$ cat src/rtl/decoder_pkg.sv
// Shared types for the N-to-2^N decoder family.
package decoder_pkg;

  typedef enum logic [1:0] {
    S_IDLE   = 2'd0,
    S_DIRECT = 2'd1,
    S_SCAN   = 2'd2
  } dec_state_t;

  localparam logic MODE_DIRECT = 1'b0;
  localparam logic MODE_SCAN   = 1'b1;

endpackage

$ cat src/rtl/decoder_n_to_2n.sv
// Combinational N-to-2^N one-hot decoder; all zeros when ena is low.
module decoder_n_to_2n #(
  parameter int N = 4
) (
  input  logic            ena,
  input  logic [N-1:0]    in,
  output logic [2**N-1:0] out
);

  always_comb begin
    out = '0;
    for (int i = 0; i < 2**N; i++) begin
      out[i] = ena && (in == N'(i));
    end
  end

endmodule

$ cat src/rtl/decoder_n_to_2n_scan.sv
// Registered one-hot decoder with a dwell timer: DIRECT holds a handshaked index,
// SCAN sweeps every output line and pulses wrap at the end of each sweep.
module decoder_n_to_2n_scan
  import decoder_pkg::*;
#(
  parameter int N           = 4,
  parameter int HOLD_CYCLES = 4
) (
  input  logic            clk,
  input  logic            rst_n,
  input  logic            ena,
  input  logic            mode,
  input  logic [N-1:0]    in,
  input  logic            in_valid,
  output logic            in_ready,
  output logic [2**N-1:0] out,
  output logic            out_valid,
  output logic [N-1:0]    index,
  output logic            wrap
);

  localparam int OUT_W = 2**N;
  localparam int DW    = (HOLD_CYCLES > 1) ? $clog2(HOLD_CYCLES) : 1;
  localparam logic [DW-1:0] DWELL_LAST = DW'(HOLD_CYCLES - 1);
  localparam logic [N-1:0]  IDX_LAST   = '1;

  dec_state_t       state_p1, state_nxt;
  logic [DW-1:0]    dwell_p1, dwell_nxt;
  logic [N-1:0]     index_nxt;
  logic             wrap_nxt;
  logic [OUT_W-1:0] dec_out;
  logic             dwell_end;
  logic             accept;

  assign dwell_end = (dwell_p1 == DWELL_LAST);
  assign in_ready  = ena && (mode == MODE_DIRECT) &&
                     ((state_p1 == S_IDLE) || ((state_p1 == S_DIRECT) && dwell_end));
  assign accept    = in_valid && in_ready;

  always_comb begin
    state_nxt = state_p1;
    dwell_nxt = dwell_p1;
    index_nxt = index;
    if (!ena) begin
      state_nxt = S_IDLE;
      dwell_nxt = '0;
    end else begin
      case (state_p1)
        S_IDLE: begin
          if (accept) begin
            state_nxt = S_DIRECT;
            index_nxt = in;
            dwell_nxt = '0;
          end else if (mode == MODE_SCAN) begin
            state_nxt = S_SCAN;
            index_nxt = '0;
            dwell_nxt = '0;
          end
        end
        S_DIRECT: begin
          if (dwell_end) begin
            dwell_nxt = '0;
            if (accept) index_nxt = in;
            else        state_nxt = S_IDLE;
          end else begin
            dwell_nxt = dwell_p1 + DW'(1);
          end
        end
        S_SCAN: begin
          // A switch back to DIRECT only takes effect once the current dwell ends
          if (dwell_end) begin
            dwell_nxt = '0;
            if (mode == MODE_SCAN) index_nxt = index + N'(1);
            else                   state_nxt = S_IDLE;
          end else begin
            dwell_nxt = dwell_p1 + DW'(1);
          end
        end
        default: begin
          state_nxt = S_IDLE;
          dwell_nxt = '0;
        end
      endcase
    end
  end

  assign wrap_nxt = (state_nxt == S_SCAN) && (index_nxt == IDX_LAST) &&
                    (dwell_nxt == DWELL_LAST);

  // Decode the next index so the registered line appears one cycle after accept
  decoder_n_to_2n #(.N(N)) u_dec (
    .ena (state_nxt != S_IDLE),
    .in  (index_nxt),
    .out (dec_out)
  );

  always_ff @(posedge clk or negedge rst_n) begin
    if (!rst_n) begin
      state_p1  <= S_IDLE;
      dwell_p1  <= '0;
      index     <= '0;
      out       <= '0;
      out_valid <= 1'b0;
      wrap      <= 1'b0;
    end else begin
      state_p1  <= state_nxt;
      dwell_p1  <= dwell_nxt;
      index     <= index_nxt;
      out       <= dec_out;
      out_valid <= |dec_out;
      wrap      <= wrap_nxt;
    end
  end

endmodule

$ cat config.mk
export PLATFORM = sky130hd
export DESIGN_NAME = decoder_n_to_2n_scan
export DESIGN_NICKNAME = d
export VERILOG_FILES = /design/src/rtl/decoder_pkg.sv /design/src/rtl/decoder_n_to_2n.sv /design/src/rtl/decoder_n_to_2n_scan.sv
export SDC_FILE = /design/constraint.sdc
export NUM_CORES = 1
export LEC_CHECK = 0
export CAP_MARGIN = 30
export CORE_UTILIZATION = 39
export DETAILED_ROUTE_END_ITERATION = 7
export GPL_ROUTABILITY_DRIVEN = 0
export HOLD_SLACK_MARGIN = 0.06
export PLACE_DENSITY = 0.7
export SLEW_MARGIN = 20
export SYNTH_ARGS = -nofsm -noshare
export SYNTH_HDL_FRONTEND = slang
export SYNTH_SLANG_ARGS = --single-unit
export TNS_END_PERCENT = 20
$ cat constraint.sdc
create_clock -name clk -period 5.05 [get_ports clk]
set_input_delay 0.7575 -clock clk [delete_from_list [all_inputs] [get_ports clk]]
set_output_delay 0.7575 -clock clk [all_outputs]
set_load 0.01 [all_outputs]
=== Yosys cells after proc, flatten, opt, wreduce, memory -nomap -nowiden ===
Cells that the tools add are included.

* Input bits: 9
* Word-level logic and storage cells: 78
* Register bits: 26
* Output and inout bits: 23

* Equality and inequality tests: 20
* Bitwise gates (word level): 1
* $add $sub $neg: 2
* Reduce and logical (&&, ||, !) cells: 28
* Multiplexer cells: 21

{| class="wikitable"
|+ Operators with widths
! kind !! count
|-
| 4-bit == test, second input constant || 8
|-
| 4-bit 2-to-1 mux || 7
|-
| 1-bit logical AND || 22
|-
| 2-bit 2-to-1 mux || 11
|-
| 4-bit by 3-bit == test with 1-bit output, second input constant || 4
|-
| 16-bit OR reduction || 1
|-
| 4-bit one-hot mux with 3 select lines || 1
|-
| 2-bit == test, second input constant || 4
|-
| 4-bit by 2-bit == test with 1-bit output, second input constant || 2
|-
| 2-bit one-hot mux with 3 select lines || 1
|-
| 4-bit by 1-bit adder with 4-bit output, second input constant || 1
|-
| 4-bit by 1-bit == test with 1-bit output, second input constant || 1
|-
| 4-bit logical NOT || 1
|-
| 2-bit one-hot mux with 2 select lines || 1
|-
| 2-bit by 1-bit adder with 2-bit output, second input constant || 1
|-
| 2-bit by 1-bit == test with 1-bit output, second input constant || 1
|-
| 2-bit logical NOT || 1
|-
| 2-bit nonzero test || 1
|-
| 2-bit OR reduction || 1
|-
| 1-bit logical OR || 1
|-
| 1-bit inverter || 1
|}

=== Depth between registers and ports, before layout ===
Gate-level depths: netlist of run 1.

* Depth in word-level cells: 12
* Mapped depth: 9
* Gate-level depth less buffers: 8

=== Hierarchy ===
From an unflattened synthesis of run 1, not the netlist that was laid out.

* Cell total of the unflattened synthesis: 137
* Area total of the unflattened synthesis: 1391.3 um2

{| class="wikitable"
|+ By module, submodules not included
! module !! cells each !! area an instance (um2) !! seq. area each (um2) !! times used
|-
| decoder_n_to_2n_scan || 114 || 1273.7 || 650.6 || 1
|-
| decoder_n_to_2n || 23 || 117.6 || 0.0 || 1
|}

=== Least setup slack after synthesis of run 1 ===
No wires, ideal clock.

* Path kind: input-to-reg
* Start point: input mode
* End point: register out[13]
* Cell stages on the path: 7
* Setup time: 0.101 ns
* Path buffers: 1
* Data required time: 4.949 ns
* Setup slack: 2.931 ns
* Arrival: 2.018 ns
* Cell sequence: buf_4 > inv_2 > ha_1 > nor4_1 > a311o_1 > o21ai_1 > nor4_1

* Longest elaborated chain between the ends: 10
* Elaborated cells on any way between the ends: 23
* Those cells by class: eq/ne: 1; mux: 16; bitwise: 1; reduce/logical: 5

{| class="wikitable"
|+ RTL lines
! what !! RTL line !! RTL
|-
| start: declaration || decoder_n_to_2n_scan.sv:12 || <nowiki>input logic mode,</nowiki>
|-
| 1-bit inverter || decoder_n_to_2n_scan.sv:36 || <nowiki>assign in_ready = ena && (mode == MODE_DIRECT) &&</nowiki>
|-
| 1-bit logical AND (2 in series) || decoder_n_to_2n_scan.sv:36 ||
|-
| 1-bit logical AND || decoder_n_to_2n_scan.sv:38 || <nowiki>assign accept = in_valid && in_ready;</nowiki>
|-
| 4-bit 2-to-1 mux / 2-bit 2-to-1 mux (equally long branches) || decoder_n_to_2n_scan.sv:63 || <nowiki>if (accept) index_nxt = in;</nowiki>
|-
| 4-bit 2-to-1 mux / 2-bit 2-to-1 mux (equally long branches) || decoder_n_to_2n_scan.sv:61 || <nowiki>if (dwell_end) begin</nowiki>
|-
| 4-bit one-hot mux with 3 select lines / 2-bit one-hot mux with 3 select lines (equally long branches) || decoder_n_to_2n_scan.sv:48 || <nowiki>case (state_p1)</nowiki>
|-
| 4-bit 2-to-1 mux / 2-bit 2-to-1 mux (equally long branches) || decoder_n_to_2n_scan.sv:44 || <nowiki>if (!ena) begin</nowiki>
|-
| 4-bit == test / 2-bit nonzero test (equally long branches) || decoder_n_to_2n.sv:13, decoder_n_to_2n_scan.sv:92 ||
|-
| 1-bit logical AND (*) || decoder_n_to_2n.sv:13 || <nowiki>out[i] = ena && (in == N'(i));</nowiki>
|-
| net dec_out[13] || decoder_n_to_2n_scan.sv:31 || <nowiki>logic [OUT_W-1:0] dec_out;</nowiki>
|-
| end signal: assignment || decoder_n_to_2n_scan.sv:109 || <nowiki>out <= dec_out;</nowiki>
|-
| end: declaration || decoder_n_to_2n_scan.sv:16 || <nowiki>output logic [2**N-1:0] out,</nowiki>
|}

Mark *: on every way through the listed nets, which the timed path passes. The rest lies on a longest branch.

=== Worst setup path in the final report of run 1 ===
* Start point: input mode
* End point: output in_ready

* Longest elaborated chain between the ends: 3

{| class="wikitable"
|+ RTL lines
! what !! RTL line !! RTL
|-
| 1-bit inverter || decoder_n_to_2n_scan.sv:36 ||
|-
| 1-bit logical AND (2 in series) || decoder_n_to_2n_scan.sv:36 ||
|-
| end: declaration || decoder_n_to_2n_scan.sv:15 || <nowiki>output logic in_ready,</nowiki>
|}

No other way between the ends.

==> results of run 1 <==
## power breakdown
part	switching, W	internal, W
Sequential	0.0000117	0.000219
Combinational	0.0000701	0.0000499
Clock	0.0000614	0.0000803
Total	0.000143	0.000349
## placed cells by master, fill, tap and decap left out, types with 3 or more instances in the layout
cell type,instances
clkdlybuf4s50_1,31
dfrtp_1,26
nor3_1,11
o21ai_0,7
ha_1,7
nand3_1,6
nor4_2,6
inv_1,4
and2_1,4
nand2_1,4
nor4_1,4
nand4_1,4
nor2b_1,3
o21ai_1,3
a21oi_1,3
o31ai_1,3
clkbuf_4,3
## registers in the layout (all words and copies together), names as in the netlist
| signal | cells |
|---|---|
| state_p1 | 2 |
| index | 4 |
| out_valid | 1 |
| wrap | 1 |
| out | 16 |
| dwell_p1 | 2 |
## kinds of logic (layout without fill, tap and decap cells)
group,Yosys count,in the layout
compound gates,32,32
flops,26,26
mux,2,2
buf+inv,13,44
simple gates,55,55
fa+ha+maj,7,7
## layout make-up
class                      instances  share of cell area, %
timing repair buffer              32                   17.7
sequential                        26                   35.5
tap                               46                   3.14
clock buffer                       3                   1.23
inverter                           8                   2.05
multi-input combinational         96                   38.7
clock inverter                     1                   1.64
## per-stage QoR
| stage | power [W] | hold WS, ns | std cells |
|---|---|---|---|
| floorplan | 0.000306 | 0.462 | 135 |
| global placement | 0.000349 | 0.578 | 207 |
| detailed placement | 0.000353 | 0.614 | 208 |
| CTS | 0.000495 | 0.647 | 212 |
| global route | 0.000516 | 0.660 | 212 |
| finish | 0.000493 | 0.643 | 212 |
## final timing paths
path	end	depth (start not counted)	slack, ns	startpoint
setup / recovery	in_ready	4	2.00	mode
hold / removal	dwell_p1[1]	2	0.64	dwell_p1[1]
setup reg to reg	wrap	6	2.60	state_p1[0]
hold reg to reg	dwell_p1[1]	2	0.64	dwell_p1[1]
max in group asynchronous	out[12]	2	3.76	rst_n
min in group asynchronous	out_valid	1	0.78	rst_n
## worst max-delay path: stages
cell             delay (ns)
clkdlybuf4s50_1        0.66
inv_2                  0.18
and3_1                 0.16
clkdlybuf4s50_1        0.53
## routing by layer
layer  global-route usage (%)  vias to the layer above  wire, um  part of all wire (%)
met5                        0                        -         0                     0
met4                     8.72                        0        75                   2.2
met3                     2.37                        9       123                   3.6
met2                     29.9                       41      1610                    47
met1                     25.5                      564      1580                    47
li1                         -                      578         -                     -
==> impl_metrics.json, run 1 <==
{
  "post-route-period-util_pct": 60.4,
  "drt-total-wl_um": 3390,
  "drc_errors": 0,
  "synth_top_area_share_pct": 45.5,
  "cp-start-kind": "input port",
  "post_cts_resized": 0,
  "antenna_cells": 0,
  "rsz0062_at_grt": "false",
  "ios": 32,
  "leakagePower_nw": 0.766,
  "syn_nets": 151,
  "synthesis.instances": 135,
  "finalSetupViolCount": 0,
  "gr-total-overflow": 0,
  "hold_viol_final": 0,
  "synth_xor_area_share_pct": 0,
  "antenna_left": 0,
  "num_rows": 21,
  "cts_setup_buffers": 0,
  "fin_util_pct": 53.7,
  "yosys_register_bits": 26,
  "synth_top_cell_by_area": "dfrtp_1",
  "max_freq_ghz": 0.328,
  "synth-async-reset-ratio_pct": 100,
  "tightest_slew_ns": 0.616,
  "multi_input_area_um2": 709,
  "slew_violations": 0,
  "grt_pass1_wl_um": 5710,
  "final_area_um2": 1830,
  "nets": 183,
  "cts_tree": "done",
  "synth_top_flop_cell": "dfrtp_1",
  "ir_drop_mv": 0.100,
  "die_area_um2": 3920,
  "worstSetupPathType": "input port to output pin",
  "synthTopCellsByCount": "dfrtp_1, nor3_1, ha_1, o21ai_0",
  "grt_use_total_pct": 18.8,
  "hold_buffers": 0,
  "ys_seq_area_share_pct": 45.5,
  "fin_crit_ns": 3.05,
  "tns_ns": 0,
  "die_y_um": 62.6,
  "initial_utilization_pct": 41.9,
  "synthAdderAreaFrac_pct": 6.12,
  "crit_fanout": 15,
  "synth_mux_area_share_pct": 1.49,
  "synth-simple-area-share_pct": 25.2,
  "cp_data_arrival_time_ns": 2.29,
  "synth_area_um2": 1430,
  "slew_headroom_pct": 58.8,
  "syn_avg_cell_area_um2": 10.6,
  "first_pass_iters": 4,
  "core-area_um2": 3420,
  "cellPowerDensity_nw_per_um2": 269,
  "skew_ns": 0.0151,
  "cp-end-kind": "output pin",
  "cts-root-buf": "clkbuf_4",
  "htreeDepth": 1,
  "setup_ws_ns": 2.00,
  "yosysMostFrequentCell": "dfrtp_1",
  "cts.sinks": 26,
  "dp_hpwl_um": 2480,
  "ys_top_cells_by_area": "dfrtp_1, ha_1, nor4_2, nor3_1, o21ai_0",
  "cp.required_ns": 4.29,
  "drtIter0Drc": 41,
  "regArea_um2": 651,
  "postPlaceCellArea_um2": 1780,
  "dp_slack_ns": 1.96,
  "grt_start_max_net_pins": 16,
  "first_global_vias": 1179,
  "clk-insertion-delay-late_ns": 0.33,
  "synth_edf_count": 0,
  "status": "finished, final reports clean",
  "synth_compound_area_share_pct": 16.8,
  "synth_top_family_by_area": "simple AND/OR/NAND/NOR gates",
  "via_per_inst": 5.62,
  "nFillCells": 306,
  "grt_antenna_before_repair": 0,
  "die_x_um": 62.6,
  "yosys_warnings": 0,
  "vias": 1192,
  "drv_cap": 0,
  "clkTransAtPathRegs_ns": 0.15,
  "syn_to_final_growth_pct": 28.1,
  "cts_buffers": 3,
  "io_buffer_count": 31,
  "wl_per_cell_um": 16.0,
  "synth_cell_types": 46,
  "drive_gt1_share_pct": 12.0,
  "hp-class": "flop to flop",
  "clk_path_buf_depth": 2
}
(Power assumes the default switching activity.)
==> inputs of run 2 (changes only) <==
clock period = 3.1 ns   (was 5.05 ns; I/O delays follow)
==> impl_metrics.json, run 2 (synthesis results as in run 1) <==
{
  "antenna_left": 0,
  "post_cts_resized": 0,
  "multi_input_area_um2": 709,
  "tightest_slew_ns": 0.555,
  "finalSetupViolCount": 0,
  "cp-end-kind": "output pin",
  "holdWs_ns": 0.491,
  "cp_data_arrival_time_ns": 2.12,
  "core-area_um2": 3420,
  "cts_setup_buffers": 0,
  "hold_viol_final": 0,
  "grt_pass1_wl_um": 5850,
  "cp.required_ns": 2.63,
  "slew_violations": 0,
  "nets": 188,
  "drtIter0Drc": 60,
  "max_freq_ghz": 0.387,
  "cellPowerDensity_nw_per_um2": 433,
  "grt_start_max_net_pins": 27,
  "initial_utilization_pct": 41.9,
  "status": "finished, final reports clean",
  "num_rows": 21,
  "cts_tree": "done",
  "r2r_cells": 8,
  "htreeDepth": 1,
  "slew_headroom_pct": 62.9,
  "die_x_um": 62.6,
  "cts-root-buf": "clkbuf_4",
  "first_pass_iters": 4,
  "cts_buffers": 3,
  "clkTransAtPathRegs_ns": 0.14,
  "largest_reg_flops": 16,
  "hold_buffers": 0,
  "regArea_um2": 651,
  "clk_path_buf_depth": 2,
  "drive_gt1_share_pct": 14.6,
  "final_cells": 217,
  "nFillCells": 300,
  "via_per_inst": 5.66,
  "cts.sinks": 26,
  "hp-class": "input port to asynchronous set/reset pin",
  "antenna_cells": 0,
  "drc_errors": 0,
  "drt-total-wl_um": 3380,
  "cp-start-kind": "flop",
  "ios": 32,
  "vias": 1228,
  "gr-total-overflow": 0,
  "first_global_vias": 1183,
  "die_area_um2": 3920,
  "regMostFlops": "out",
  "rsz0062_at_grt": "false",
  "clk-insertion-delay-late_ns": 0.32,
  "io_buffer_count": 31,
  "dp_cells": 213,
  "drv_cap": 0,
  "tns_ns": 0,
  "post-route-period-util_pct": 83.4,
  "die_y_um": 62.6,
  "final_cell_mix": "clkdlybuf4s50_1, dfrtp_1, nor3_1, o21ai_0, ha_1",
  "ir_drop_mv": 0.271,
  "final_common_cell": "clkdlybuf4s50_1",
  "syn_to_final_growth_pct": 30.2,
  "wl_per_cell_um": 15.6,
  "grt_antenna_before_repair": 0,
  "top_regs": "out: 16 flops, index: 4 flops",
  "leakagePower_nw": 0.787,
  "fin_crit_ns": 2.59,
  "grt_use_total_pct": 19.1,
  "skew_ns": 0.0157,
  "worstSetupPathType": "flop to output pin",
  "crit_fanout": 8,
  "dp_hpwl_um": 2600
}
-- run 2: changes by cell type in the layout (fill, tap and decap cells not counted), sizes merged --
| cell | before | now |
|---|---|---|
| buf | 1 | 6 |
-- run 2: worst paths after layout --
| kind | from | to | slack, ns |
|---|---|---|---|
| max in group asynchronous | rst_n | dwell_p1[0] | 2.35 |
| hold / removal | rst_n | index[1] | 0.49 |
| hold reg to reg | dwell_p1[1] | dwell_p1[1] | 0.63 |
| setup / recovery | state_p1[1] | in_ready | 0.51 |
| min in group clk | dwell_p1[1] | dwell_p1[1] | 0.63 |
| setup reg to reg | state_p1[0] | out[13] | 0.81 |
-- run 2: where the power goes --
group / switching, W / internal [W]
clock network: 0.0000969 / 0.000131
registers: 0.0000202 / 0.000357
logic: 0.000114 / 0.0000881
total: 0.000231 / 0.000576
-- run 2: critical path: stages (launching register included) --
cell and delay (ns):
dfrtp_1 0.48, inv_1 0.11, ha_1 0.30, a21o_1 0.20, and3_1 0.18, clkdlybuf4s50_1 0.54
-- run 2: routing by layer --
| metal | GRT usage [%] | up-vias | part of all wire [%] | wire length [um] |
|---|---|---|---|---|
| li1 | - | 587 | - | - |
| met1 | 26.4 | 578 | 44 | 1490 |
| met2 | 31.1 | 57 | 49 | 1670 |
| met3 | 3.65 | 6 | 5.5 | 185 |
| met4 | 4.07 | 0 | 1.1 | 38 |
| met5 | 0 | - | 0 | 0 |
-- run 2: cell type report --
class	count	area share [%]
clock buffers	3	1.21
clock inverters	1	1.61
inverters	8	2.01
multi-input cells	96	38.1
flip-flops and latches	26	34.9
well taps	46	3.09
repair buffers	37	19.1
-- run 2: per-stage QoR --
stage / cell area [um2] / total power [W] / util [%] / worst slack [ns]
floorplan: 1430 / 0.000498 / - / 1.12
global placement: 1810 / 0.000580 / 53.0 / 0.520
detailed placement: 1810 / 0.000586 / 53.0 / 0.453
CTS: 1860 / 0.000814 / 54.5 / 0.516
global route: 1860 / 0.000849 / 54.5 / 0.403
finish: 1860 / 0.000807 / 54.5 / 0.513
==> RTL change 1: new RTL, settings of run 2 <==
Re-encode `dec_state_t` (3 states) as one-hot, 3 bits wide.
--- a/src/rtl/decoder_pkg.sv
+++ b/src/rtl/decoder_pkg.sv
@@ -3,6 +3,6 @@
 
-  typedef enum logic [1:0] {
-    S_IDLE   = 2'd0,
-    S_DIRECT = 2'd1,
-    S_SCAN   = 2'd2
+  typedef enum logic [2:0] {
+    S_IDLE   = 3'b001,
+    S_DIRECT = 3'b010,
+    S_SCAN   = 3'b100
   } dec_state_t;
Formal check against the unedited RTL: no difference found for any inputs over 10 cycles, from zero or initial values and one cycle with rst_n low; not proved beyond that.
==> RTL change 1 against run 2 <==
Hold slack better by 0.0090 ns. Final area decreased by 6.2%. Die area is 3.1% lower. Via count is 10% lower. Area after synthesis fell by 3.2%. Final cell count shrank 0.46%. Wire length is 18% lower. Core utilization down 2.6 points. Register-to-register slack better by 0.02 ns. Total power fell by 18%. Sequential cell count up 1. Setup slack improved by 0.039 ns. Sequential power rose by 3%.
==> RTL change 1: results (changes against run 2) <==
- Run status: completed
* Setup Buffers After CTS: 0 (unchanged)
* Layout Skew: 0.00434 ns (-0.0114 ns)
* Overall fraction of global-route tracks in use: 0.164 (-0.0272)
* Leading post-synthesis cells by instance count: 26 x dfrtp_1, 23 x nor2_1, 10 x nand2_1
- Largest net degree at the start of global routing: 28 (+3.7%)
- Depth of the CTS H-tree: 1 (unchanged)
- DRT iter0 DRCs: 12 (-80%)
* Share of the core filled with cells in the final layout: 0.519 (-0.0261)
- The power spent charging and discharging nets came to 0.000182 W (-21%).
- The total length of routed met2 wires was 1.36 mm (-18%).
- The filler cell count is 325 (+8.3%).
* Share of final-layout standard cells stronger than drive strength 1: 0.0882 (-0.0580)
* Slowest CP cell: clkdlybuf4s50_1
- The number of diodes added for antenna fixing was 0 (unchanged).
- The total CTS buffers came to 3 (unchanged).
- Gate count after technology mapping: 140 (+3.7%)
* Number of global-route vias before repair: 1,031 (-13%)
- Worst slew margin: 0.641 (+0.0114)
* Worst slack at placement: 0.417 ns (-0.0357 ns)
- Synth unique cells: 41 (-11%)
* Share of synthesized flip-flops with an asynchronous set or reset: 1.00 (unchanged)
- The non-filler instance count after layout came to 216 (-0.46%).
- The first-pass GRT wire length was 4.56 mm (-22%).
- The signal arrival time at the worst endpoint was 2.08 ns (-0.04 ns).
* Cells taking the most area after synthesis: dfrtp_1 47%, nor2_1 6.2%, o21ai_0 2.9%, ha_1 2.7%, nand2_1 2.7%
- Clk slew on worst S/H paths: 0.13 ns
- The half-perimeter wire length after detailed placement came to 2.19 mm (-16%).
- The root buffer cell chosen for the clock tree is clkbuf_4.
- Final Routed Wirelength: 2.78 mm (-18%)
- Wire length on met1: 1.27 mm (-14%)
- The global routing met3 resource utilization is 0.0483 (+0.0118).
* Peak fanout along the critical path: 10 (+2)
- Placed Cells incl. Taps: 212 (-0.47%)
* P_leak: 0.745 nW (-5.3%)
- The total nets after synthesis came to 152 (+0.66%).
- The met2 routing resource usage after global routing was 0.261 (-0.0500).
- The routing usage on met1 came to 0.218 (-0.0468).
* Number of nets in the layout: 183 (-2.7%)
- Vias per std cell: 5.11 (-9.7%)
- DR WL met3: 126 µm (-32%)
* Fraction of the yosys area taken by sequential cells: 0.489 (+0.0342)
- Maximum vdd drop: 0.299 mV (+10%)
* Biggest registers after layout: out (16), index (4), state_p1 (3)
RTL change 1: changes by cell type in the layout (fill, tap and decap cells not counted), moves of 3 or more:
| cell | before | now |
|---|---|---|
| buf_4 | 6 | 1 |
| nor2_1 | 2 | 23 |
| nor4_2 | 6 | 0 |
| nand2_1 | 4 | 10 |
| nor3_1 | 11 | 2 |
| o31ai_1 | 3 | 0 |
| nor4_1 | 4 | 0 |
| ha_1 | 7 | 3 |
| o21ai_1 | 3 | 0 |
RTL change 1: layout make-up:
class                   instances  share of cell area
flip-flops and latches         27               0.388
multi-input cells             102               0.371
repair buffers                 32               0.182
well taps                      46              0.0330
clock buffers                   3              0.0129
inverters                       5              0.0107
clock inverters                 1             0.00287
RTL change 1: logic make-up after synthesis:
group	synth area share
simple gates	0.301
flops	0.489
compound gates	0.126
buf+inv	0.0434
fa+ha+maj	0.0271
xor+xnor	0.00632
mux	0.00723
RTL change 1: worst paths after layout:
| path | from | end | slack [ns] | depth (start not counted) |
|---|---|---|---|---|
| max reg2reg | state_p1[2] | out[3] | 0.83 | 6 |
| max in group asynchronous | rst_n | state_p1[0] | 2.31 | 2 |
| max | dwell_p1[0] | in_ready | 0.55 | 5 |
| min | rst_n | state_p1[2] | 0.50 | 2 |
| min in group clk | dwell_p1[0] | dwell_p1[0] | 0.63 | 2 |
| min reg2reg | dwell_p1[0] | dwell_p1[0] | 0.63 | 2 |
RTL change 1: power by group through the flow:
stage	Combinational, W	Sequential, W	Clock (W)
5_1_grt	0.000149	0.000393	0.000158
3_5_place_dp	0.000133	0.000396	0
3_3_place_gp	0.000131	0.000397	0
6_report	0.000132	0.000390	0.000142
4_1_cts	0.000133	0.000390	0.000149
2_1_floorplan	0.0000824	0.000391	0
==> RTL change 2: new RTL, config.mk and constraints of run 2 <==
Without the edit above. The parameter `HOLD_CYCLES` goes from 4 to 16.
--- a/src/rtl/decoder_n_to_2n_scan.sv
+++ b/src/rtl/decoder_n_to_2n_scan.sv
@@ -6,3 +6,3 @@
   parameter int N           = 4,
-  parameter int HOLD_CYCLES = 4
+  parameter int HOLD_CYCLES = 16
 ) (
Formal check against the unedited RTL: not equivalent (a bounded check fails within 10 cycles, from zero or initial values and one cycle with rst_n low).
==> RTL change 2 against run 2 <==
Area after synthesis up 17%. Wire length up 15%. Setup slack worse by 0.010 ns. Synthesized cell count up 9.6%. Final area up 13%. Sequential share of layout area down 1.6 points. Sequential cell count up 2. Critical endpoint is now out[10]. Total power up 22%.
==> RTL change 2: results (changes against run 2) <==
- Net load switching power: 0.000308 W (+33%)
- The via count of the first global-routing pass came to 1,251 (+5.7%).
- The worst slew margin relative to its limit is 0.480 (-0.149).
* Depth of the CTS H-tree: 1 (unchanged)
- Overall fraction of global-route tracks in use: 0.184 (-0.00718)
- Setup Buffers After CTS: 0 (unchanged)
- Placed standard-cell area: 2030 µm² (+12%)
* Family with the most delay on the worst path: simple AND/OR/NAND/NOR gates
- The signal arrival time at the worst endpoint came to 2.77 ns (+0.65 ns).
- The antenna violation net count after detailed routing was 0 (unchanged).
- Yosys attributes the largest share of cell area to dfrtp_1 42%, nor4b_2 7.2%, ha_1 5.2%, a311oi_4 3.1%, nor4_2 3.0%.
- The number of resized instances in the post-cts repair step came to 0 (unchanged).
- The initial antenna violation count came to 0 (unchanged).
- The number of nets in the final layout is 197 (+4.8%).
- Fraction of the yosys area taken by sequential cells: 0.417 (-0.0373)
* Clock network latency to the later pin of the worst-skew pair: 0.28 ns (-0.04 ns)
* Antenna fix cells: 0 (unchanged)
- The met2 routing resource usage after global routing is 0.324 (+0.0131).
- Global-route wire length before repair: 6.13 mm (+4.8%)
* Largest incremental delay on the critical path: 0.64 ns (+0.10 ns)
* Share of synthesized flip-flops with an asynchronous set or reset: 1.00 (unchanged)
* Maximum vdd drop: 0.349 mV (+29%)
- The pin count of the biggest net entering global routing is 29 (+7.4%).
- First-pass DRT Iterations: 4 (unchanged)
- The number of violations reported at the end of detailed-routing iteration 0 came to 74 (+23%).
- In the final layout, the registers with the most flip-flops are out (16), dwell_p1 (4), index (4).
- Final HPWL from detailed placement: 3.04 mm (+17%)
- The global routing met3 resource utilization was 0.0439 (+0.00742).
* Layout Skew: 0.0112 ns (-0.00450 ns)
- The tightest min-delay check is of the in2async type.
* Peak fanout along the critical path: 13 (+5)
* Share of final-layout standard cells stronger than drive strength 1: 0.172 (+0.0260)
- Highest metal layer with signal wires: met4
- Worst R2R Start: dwell_p1[0]
- Run status: completed
* Number of buffers added on ports: 31 (unchanged)
* Leading post-synthesis cells by instance count: 28 x dfrtp_1, 8 x inv_1, 8 x nand2_1, 8 x nor4b_2, 7 x ha_1
- The number of vias per cell came to 5.86 (+3.6%).
* DR WL met3: 253 µm (+37%)
- The static leakage is 0.852 nW (+8.3%).
- Post-Synthesis Net Count: 164 (+8.6%)
* Detail Route met2 WL: 1.97 mm (+18%)
- Setup crit start: mode
- Among all flip-flop cells after synthesis, the most frequent one is dfrtp_1.
* Synth unique cells: 51 (+11%)
* Detail-routed net length per standard cell: 16.9 µm (+8.7%)
- Slowest CP cell: clkdlybuf4s50_1
- Power in sequential cells: 0.000416 W (+10%)
- The part of the power in combinational logic came to 0.282 (+0.032).
- Most prevalent standard cell on the critical path: nand4_1
- Wire length on met1: 1.57 mm (+5.7%)
- Clk slew on worst S/H paths: 0.10 ns (-0.04 ns)
- GRT met1 Usage: 0.217 (-0.0478)
* Count of synthesis-stage warnings from yosys: 0 (unchanged)
- Number of buffers created by CTS: 3 (unchanged)
- Clock Tree Root: clkbuf_8
- The maximum count of clock buffers along a single path came to 2 (unchanged).
[RTL change 2: worst register-to-register path: cells and delay by family, from the launching register on]
family	cells	cell delay (ns)
adders and majority gates	1	0.33
DFF	1	0.42
and+or+nand+nor	5	1.67
[RTL change 2: final cells by class]
type / count / area (µm²)
multi-input cells: 107 / 915
repair buffers: 33 / 325
clock inverters: 1 / 30.0
fillers: 356 / 1950
flip-flops and latches: 28 / 701
inverters: 8 / 30.0
well taps: 50 / 62.6
clock buffers: 3 / 41.3
[RTL change 2: worst paths after layout]
check	endpoint	slack [ns]	depth (start not counted)
setup / recovery	out[10]	0.50	6
hold / removal	out[3]	0.55	2
setup reg to reg	out[10]	0.58	6
hold reg to reg	dwell_p1[3]	0.68	2
max in group asynchronous	index[3]	2.29	2
min in group clk	dwell_p1[3]	0.68	2
[RTL change 2: through the flow]
| stage | cells | setup slack [ns] | utilization | total power, W |
|---|---|---|---|---|
| floorplan | 148 | 0.969 | - | 0.000602 |
| global placement | 226 | 0.321 | 0.501 | 0.000693 |
| detailed placement | 226 | 0.236 | 0.501 | 0.000701 |
| CTS | 230 | 0.495 | 0.519 | 0.000993 |
| global route | 230 | 0.323 | 0.519 | 0.00104 |
| finish | 230 | 0.503 | 0.519 | 0.000986 |
[RTL change 2: cells by family (layout without fill, tap and decap cells)]
| group | after synthesis | count (layout) | synth area share |
|---|---|---|---|
| compound gates | 35 | 35 | 0.189 |
| fa+ha+maj | 7 | 7 | 0.0522 |
| simple gates | 60 | 60 | 0.273 |
| mux | 5 | 5 | 0.0306 |
| buf+inv | 13 | 45 | 0.0380 |
| flops | 28 | 28 | 0.417 |
